## src/rtl/fetch_pkg.sv

```systemverilog
// Shared types and constants for the instruction fetch stage.
package fetch_pkg;

    localparam int INSTR_W  = 32;
    localparam int OPCODE_W = 6;

    localparam logic [31:0] DEFAULT_RESET_PC = 32'h0000_0000;

    typedef enum logic [1:0] {
        ST_IDLE,
        ST_REQ,
        ST_WAIT,
        ST_FULL
    } fetch_state_e;

endpackage

```

## src/rtl/fetch_out_buf.sv

```systemverilog
// One-entry valid/ready buffer holding the fetched word and its pc+4 for the decoder.
module fetch_out_buf
    import fetch_pkg::*;
(
    input  logic                clk_i,
    input  logic                rst_i,
    input  logic                load,
    input  logic                flush,
    input  logic                ready,
    input  logic [INSTR_W-1:0]  instr_in,
    input  logic [31:0]         pc_plus4_in,
    output logic                valid,
    output logic [INSTR_W-1:0]  instr,
    output logic [OPCODE_W-1:0] opcode,
    output logic [31:0]         pc_plus4
);

    // NOTE: payload registers are reset too, so the decoder never sees X before the first fetch.
    always_ff @(posedge clk_i or negedge rst_i) begin
        if (!rst_i) begin
            valid    <= 1'b0;
            instr    <= '0;
            pc_plus4 <= '0;
        end else if (flush) begin
            valid <= 1'b0;
        end else if (load) begin
            valid    <= 1'b1;
            instr    <= instr_in;
            pc_plus4 <= pc_plus4_in;
        end else if (ready && valid) begin
            valid <= 1'b0;
        end
    end

    assign opcode = instr[INSTR_W-1 -: OPCODE_W];

endmodule

```

## src/rtl/instr_fetch_unit.sv

```systemverilog
// Fetch stage: PC register and request/response FSM feeding a one-entry output buffer.
module instr_fetch_unit
    import fetch_pkg::*;
#(
    parameter logic [31:0] RESET_PC = DEFAULT_RESET_PC
) (
    input  logic                clk_i,
    input  logic                rst_i,
    output logic                imem_req_o,
    output logic [31:0]         imem_addr_o,
    input  logic                imem_gnt_i,
    input  logic                imem_rvalid_i,
    input  logic [INSTR_W-1:0]  imem_rdata_i,
    output logic                instr_valid_o,
    output logic [INSTR_W-1:0]  instr_o,
    output logic [OPCODE_W-1:0] instr_op_o,
    output logic [31:0]         pc_plus4_o,
    input  logic                instr_ready_i,
    input  logic                redirect_i,
    input  logic [31:0]         redirect_pc_i
);

    fetch_state_e state;
    logic [31:0]  pc;
    logic         drop;
    logic [31:0]  pc_inc;
    logic [31:0]  target_pc;
    logic         buf_load;
    logic         buf_flush;
    logic         unused_redirect_lsbs;

    assign target_pc            = {redirect_pc_i[31:2], 2'b00};
    assign unused_redirect_lsbs = ^redirect_pc_i[1:0];
    assign pc_inc               = pc + 32'd4;

    assign imem_req_o  = (state == ST_REQ);
    assign imem_addr_o = pc;

    // A response only reaches the decoder if no redirect made it stale.
    assign buf_load  = (state == ST_WAIT) && imem_rvalid_i && !drop && !redirect_i;
    assign buf_flush = (state == ST_FULL) && redirect_i;

    // NOTE: sequential state uses <= so every register samples pre-edge values.
    always_ff @(posedge clk_i or negedge rst_i) begin
        if (!rst_i) begin
            state <= ST_IDLE;
            pc    <= RESET_PC;
            drop  <= 1'b0;
        end else begin
            case (state)
                ST_IDLE: begin
                    if (redirect_i) pc <= target_pc;
                    state <= ST_REQ;
                end
                ST_REQ: begin
                    if (redirect_i) begin
                        pc <= target_pc;
                        // A grant in this cycle was for the old address.
                        if (imem_gnt_i) begin
                            state <= ST_WAIT;
                            drop  <= 1'b1;
                        end
                    end else if (imem_gnt_i) begin
                        state <= ST_WAIT;
                    end
                end
                ST_WAIT: begin
                    if (redirect_i) begin
                        pc <= target_pc;
                        if (imem_rvalid_i) begin
                            drop  <= 1'b0;
                            state <= ST_REQ;
                        end else begin
                            drop <= 1'b1;
                        end
                    end else if (imem_rvalid_i) begin
                        if (drop) begin
                            drop  <= 1'b0;
                            state <= ST_REQ;
                        end else begin
                            pc    <= pc_inc;
                            state <= ST_FULL;
                        end
                    end
                end
                ST_FULL: begin
                    if (redirect_i) begin
                        pc    <= target_pc;
                        state <= ST_REQ;
                    end else if (instr_ready_i) begin
                        state <= ST_REQ;
                    end
                end
                default: state <= ST_IDLE;
            endcase
        end
    end

    fetch_out_buf u_out_buf (
        .clk_i       (clk_i),
        .rst_i       (rst_i),
        .load        (buf_load),
        .flush       (buf_flush),
        .ready       (instr_ready_i),
        .instr_in    (imem_rdata_i),
        .pc_plus4_in (pc_inc),
        .valid       (instr_valid_o),
        .instr       (instr_o),
        .opcode      (instr_op_o),
        .pc_plus4    (pc_plus4_o)
    );

endmodule

```

## config.mk

```make
export PLATFORM = sky130hd
export DESIGN_NAME = instr_fetch_unit
export DESIGN_NICKNAME = d
export VERILOG_FILES = /design/src/rtl/fetch_pkg.sv /design/src/rtl/fetch_out_buf.sv /design/src/rtl/instr_fetch_unit.sv
export SDC_FILE = /design/constraint.sdc
export NUM_CORES = 1
export LEC_CHECK = 0
export CORE_MARGIN = 5
export CORE_UTILIZATION = 49
export CTS_CLUSTER_SIZE = 14
export DETAILED_ROUTE_END_ITERATION = 8
export PLACE_DENSITY = 0.86
export SLEW_MARGIN = 20
export SYNTH_ARGS = -nofsm -noshare
export SYNTH_HDL_FRONTEND = slang
export SYNTH_SLANG_ARGS = --single-unit
```

## constraint.sdc

```tcl
create_clock -name clk_i -period 4.4 [get_ports clk_i]
set_clock_uncertainty 0.1 [all_clocks]
set_input_delay 1.32 -clock clk_i [delete_from_list [all_inputs] [get_ports clk_i]]
set_output_delay 1.32 -clock clk_i [all_outputs]
set_load 0.01 [all_outputs]
```

## After elaboration in Yosys (flattened, before gate mapping)

Cells that the tools add are included.

- Register bits: 100
- Bits in latches: 0
- Bits in writable memories: 0
- ROM bits: 0
- Bits of input ports: 70
- Logic and storage cells: 55
- Memories kept: 0

- Add/sub/neg operators: 1
- Multiply operators: 0
- Divide/modulo/power cells: 0
- Magnitude comparators: 0
- Equal/unequal tests: 10
- Shifts and indexed selects: 0
- Muxes and demuxes: 22
- Bitwise gates (word level): 1
- Reduce and logical (&&, ||, !) cells: 15

Operator list:

| kind | count |
|---|---|
| two-way mux 32 bit | 4 |
| case mux 32 bit (2 select lines) | 1 |
| adder 32 x 3 -> 32 bit (second input constant) | 1 |
| two-way mux 2 bit | 7 |
| != test 3 bit (second input constant) | 3 |
| two-way mux 1 bit | 8 |
| case mux 2 bit (4 select lines) | 1 |
| != test 2 x 1 -> 1 bit (second input constant) | 3 |
| AND reduction 3 bit | 2 |
| logical AND 1 bit | 5 |
| == test 2 bit (second input constant) | 2 |
| AND reduction 4 bit | 1 |
| nonzero test 3 bit | 1 |
| OR reduction 3 bit | 1 |
| == test 2 x 1 -> 1 bit (second input constant) | 1 |
| zero test 1 bit | 2 |
| zero test 2 bit | 1 |
| != test 2 bit (second input constant) | 1 |
| case mux 1 bit (2 select lines) | 1 |
| AND reduction 2 bit | 1 |
| nonzero test 2 bit | 1 |
| NOT 1 bit | 1 |

## Depth between registers and ports, before layout

- Depth in word-level cells: 6
- Mapped depth: 9
- Depth with buffers taken out: 7

## By module

A second synthesis with hierarchy kept.

- Cells, all modules: 442
- Area, all modules: 5221.3 um^2

Modules (own cells, without submodules):

| module | instances | cells each | area an instance (um^2) | sequential area each (um^2) |
|---|---|---|---|---|
| fetch_out_buf | 1 | 146 | 2786.4 | 1626.6 |
| instr_fetch_unit | 1 | 296 | 2434.8 | 825.8 |

## Worst setup path after synthesis

No wires, ideal clock.

- Path type: in2reg
- From: input redirect_i
- To: register u_out_buf.pc_plus4[13]
- Library setup time: 77 ps
- Arrival: 2502 ps
- Setup slack: 1721 ps
- Stages on the path: 7
- Buffers on the path: 3
- Cells stage by stage: buf_4 nand2b_1 clkbuf_1 nor2_1 clkbuf_1 nor2_1 a21oi_1

- Cells in the longest elaborated chain, start to end: 3
- Elaborated cells between the ends (all ways): 5
- Those cells by class: 1 x bitwise; 4 x reduce/logical

RTL lines:

| item | RTL line | text |
|---|---|---|
| from (decl) | instr_fetch_unit.sv:19 | `input logic redirect_i,` |
| zero test 1 bit or logical AND 1 bit (tied branches) | instr_fetch_unit.sv:40, instr_fetch_unit.sv:41 |  |
| logical AND 1 bit or NOT 1 bit (tied branches) | - |  |
| AND reduction 2 bit (no line) * | - |  |
| to (signal assigned) | fetch_out_buf.sv:29 | `pc_plus4 <= pc_plus4_in;` |
| to (decl) | fetch_out_buf.sv:15 | `output logic [31:0] pc_plus4` |

Every way passes the cells marked *; elsewhere a longest branch is shown, timed or not.
A chain may end at the register's enable or synchronous reset.

## Final worst setup path

- From: input imem_rvalid_i
- To: register u_out_buf.pc_plus4[2]

- Cells in the longest elaborated chain, start to end: 4

RTL lines:

| item | RTL line | text |
|---|---|---|
| from (decl) | instr_fetch_unit.sv:12 | `input logic imem_rvalid_i,` |
| logical AND 1 bit (3 in series) | instr_fetch_unit.sv:40 | `assign buf_load = (state == ST_WAIT) && imem_rvalid_i && !drop && !redirect_i;` |
| AND reduction 2 bit (no line) | - |  |

No other way between the ends.

==> impl.org <==
** Synth
- Commonest register cell after synthesis :: dfrtp_1
- Number of synthesized register bits :: 96
- In this run, distinct cell masters in the synthesized netlist total 55.
- Yosys mapped a number of flops with a built-in enable equal to 0.
- Synthesis produced a netlist whose cell count is 544.
- Part of the Yosys area used for sequential elements :: 49.2%
- Asr flop ratio synth :: 100%
- Count of warnings emitted by yosys :: 0
- In this run the mean area of a mapped cell was 8.98 um^2.
- The mapped netlist covers slightly below 5000 um^2.

** Detailed routing
- The pre-antenna-repair detailed-routing pass consisted of 6 iterations.
- Wire segments on met3 add up to 813 um in the final route.
- DR top layer :: met4
- Iteration-0 DRC Markers :: 341
- Post-route DRC violation count :: 0
- Detailed routing placed a total of 7230 um of wire on met2.
- Via count normalized by instance count :: 5.36
- WL/cell :: 17.2 um
- In this run the remaining antenna-violating nets after routing total 0.
- Routed length on met1 :: 5750 um
- Detailed-route via count :: 4418
- For this block, the routed nets add up to 14100 um of wire.

** Hold path
- Class of the tightest hold or removal check :: reg2reg
- End point of the worst hold path :: u_out_buf.instr[3]
- Worst hold path depth :: 2
- Startpoint of the tightest hold check path :: u_out_buf.instr[3]

** Setup path
- In this design, the stage delay of the slowest critical-path cell is 0.54 ns.
- Type of the worst setup path :: in2reg
- Signal arrival time at the worst endpoint :: between 3 and 4 ns
- The worst setup path is captured at a flip-flop.
- For flop-to-flop paths, the worst setup slack is 1.90 ns.
- CP delay by family, top :: buffers and inverters
- Reg-to-reg critical path startpoint :: imem_addr_o[2]
- In this run the critical register-to-register path is captured at imem_addr_o[30].
- Walking the worst path, the cells encountered are clkdlybuf4s50_1 -> and3b_1 -> nand2_2 -> buf_4 -> nand2_1 -> o21ai_0.
- Buffers plus inverters on the worst setup path :: 2
- Required time at the endpoint of the critical path :: around 4.5 ns
- Reg2Reg Depth :: 6
- Launching element type of the critical path :: primary input
- The slowest stage of the critical path is the clkdlybuf4s50_1 cell.
- CP Max Fanout :: 41

** Floorplanning
- The initial utilization of the core area, before any placement, comes to 50.2%.
- In this run the horizontal extent of the chip is 110 um.
- The region available for standard cell placement spans 9730 um^2.
- Die Footprint :: 12100 um^2
- For this design the top-level I/O count stands at 174.
- The floorplan has 36 rows.
- Measured along the y axis, the die boundary spans 110 um.

** Timing
- Based on the critical path, the design can be clocked at up to 0.310 GHz.
- Headroom to the max-slew limit came out at 32.3%.
- Setup repair after global routing left no endpoint under its margin.
- The number of hold-slack violations in the final timing report came to 0.
- On the final layout, the worst hold slack is 0.379 ns.
- The worst path needs between 3 and 4 ns of the cycle, external delays included.
- Final worst-path cycle share :: between 70% and 80%
- Final setup fails :: 0
- At the pin with the least slew margin, the transition time is 1.01 ns.
- The worst path meets setup with 1.17 ns of slack.
- Setup total negative slack on the finished layout was measured at 0 ns.
- The final-report max-slew violation count came to 0.

** Power
- For this design the static power due to leakage is 2.87 nW.
- After layout, the design draws a total of around 2.3 mW.
- Power per cell area :: 347 nW/um^2
- IR Drop Worst-Case VDD :: 0.196 mV

** Final layout
- Area growth syn-to-layout :: 37.3%
- Counting the fill cells in the layout gives 797.
- Cells fill 69.0% of the core in the end.
- The count of cells in the finished layout, fillers not included, comes to approximately 820.
- Of the cells placed in the final design, the portion with a size suffix greater than 1 is 5.35%.
- With fillers left out, the area of the finished cells amounts to between 6000 and 7000 um^2.
- Commonest cells after routing, fill and taps aside :: clkdlybuf4s50_1 (166), nand2_1 (153), dfrtp_1 (96)
- Net count, final :: 760
- The library cell used most frequently in the layout, excluding fill and tap cells, is clkdlybuf4s50_1.
- Number of antenna repair diodes :: 0

** Clock network
- No sink is reached through more buffers than the 2 on the longest clock path.
- Clock tree synthesis inserted a total of 9 buffers.
- Number of clock sinks :: 96
- Clock latency at the later pin of the worst-skew pair :: 0.37 ns
- Clock-pin transition on the worst setup and hold timing paths :: ~0.090 ns
- Clock tree from TritonCTS :: built
- Post-CTS timing repair inserted 0 buffers for setup.
- Post-CTS repair changed the size of 0 cells.
- Hold buffer count at cts :: 0
- Root buf cell :: clkbuf_8
- Count of H-tree levels built during CTS :: 3

** GRT
- Overflow after GRT :: 0
- Across every metal layer, demand over resource in global routing totals roughly a quarter.
- Maximum number of pins on one net before global-route repair :: 69
- Via count of the first global-routing pass :: between 4k and 5k
- Initial antenna violation count :: 0
- First-pass GRT wire length :: between 20000 and 25000 um

** Place
- In this run the cell area measured after placement is 6510 um^2.
- IO buf count :: 167
- Routability-driven placement finished with a final weighted congestion of 0.914.
- Placed instance count :: roughly 810
- Detailed placement ended at an HPWL of about 10000 um.
- Pre-CTS setup slack :: ~0.79 ns

** Flow run
- Max-cap violations in this run came to 0.

** Status
- The flow ran to the end, and the final reports show no timing, DRC or antenna violations.
-- registers in the layout, summed over array words and instances, names as in the netlist --
name / count
u_out_buf.instr: 32
state: 2
u_out_buf.valid: 1
u_out_buf.pc_plus4: 30
drop: 1
imem_addr_o: 30
-- cells by family after synthesis --
kind of cell    after synthesis  synth area share, %
simple gates                263                 24.8
compound gates               85                 10.8
mux                           3                0.640
xor+xnor                     40                 7.17
other cells                   1               0.0767
buf+inv                      52                 6.32
fa+ha+maj                     4                 1.02
flops                        96                 49.2
-- power breakdown --
part / switching [mW] / total (mW) / internal (mW)
Sequential: 0.132 / 1.12 / 0.986
Combinational: 0.281 / 0.624 / 0.343
Clock: 0.293 / 0.586 / 0.293
Total: 0.706 / 2.33 / 1.62
-- worst min-delay path: cells and delay by family, from the launching register on --
family           cells  cell delay, ns
flip-flops           1            0.35
AND/OR/NAND/NOR      2            0.10
-- per-layer routing --
metal	vias to the layer above	global-route usage, %
li1	2107	-
met1	2110	31.4
met2	172	38.6
met3	29	3.70
met4	0	10.8
met5	-	0
-- synth_stat cells (all sizes together) (2+ instances only) --
library cell	instances	area share, %
a211oi	3	0.46
a21oi	17	1.7
a221o	4	0.82
a2bb2oi	4	0.72
a31oi	3	0.38
and3	9	1.2
buf	21	3.7
clkbuf	25	2.2
dfrtp	96	49
ha	4	1.0
inv	6	0.46
mux2i	2	0.41
nand2	154	12
nand2b	2	0.26
nand3	20	2.2
nand3b	2	0.31
nand4	16	2.8
nor2	35	2.8
nor2b	4	0.51
nor3	8	0.92
nor4	4	0.51
o211ai	2	0.51
o21ai	37	3.8
o22a	2	0.36
o22ai	5	0.64
o41ai	2	0.36
or3	3	0.38
xnor2	19	3.4
xor2	21	3.8
-- area by class of cell --
cell class                      instances  area [um^2]  share of cell area (%)
Sequential cell                        96         2400                    35.8
Multi-Input combinational cell        399         2200                    32.7
Timing Repair Buffer                  174         1720                    25.7
Tap cell                              133          166                    2.48
Clock buffer                           13          159                    2.37
Clock inverter                          3         40.0                   0.597
Inverter                                6         22.5                   0.336
-- how the worst max path moves through the flow --
stage	start	endpoint	depth (start not counted)
floorplan	redirect_i	u_out_buf.pc_plus4[13]	7
global placement	imem_rvalid_i	u_out_buf.pc_plus4[2]	6
detailed placement	imem_rvalid_i	u_out_buf.pc_plus4[2]	6
CTS	imem_rvalid_i	u_out_buf.pc_plus4[2]	6
global route	imem_rvalid_i	u_out_buf.pc_plus4[2]	6
finish	imem_rvalid_i	u_out_buf.pc_plus4[2]	6
Power figures use the tool's default switching activity.
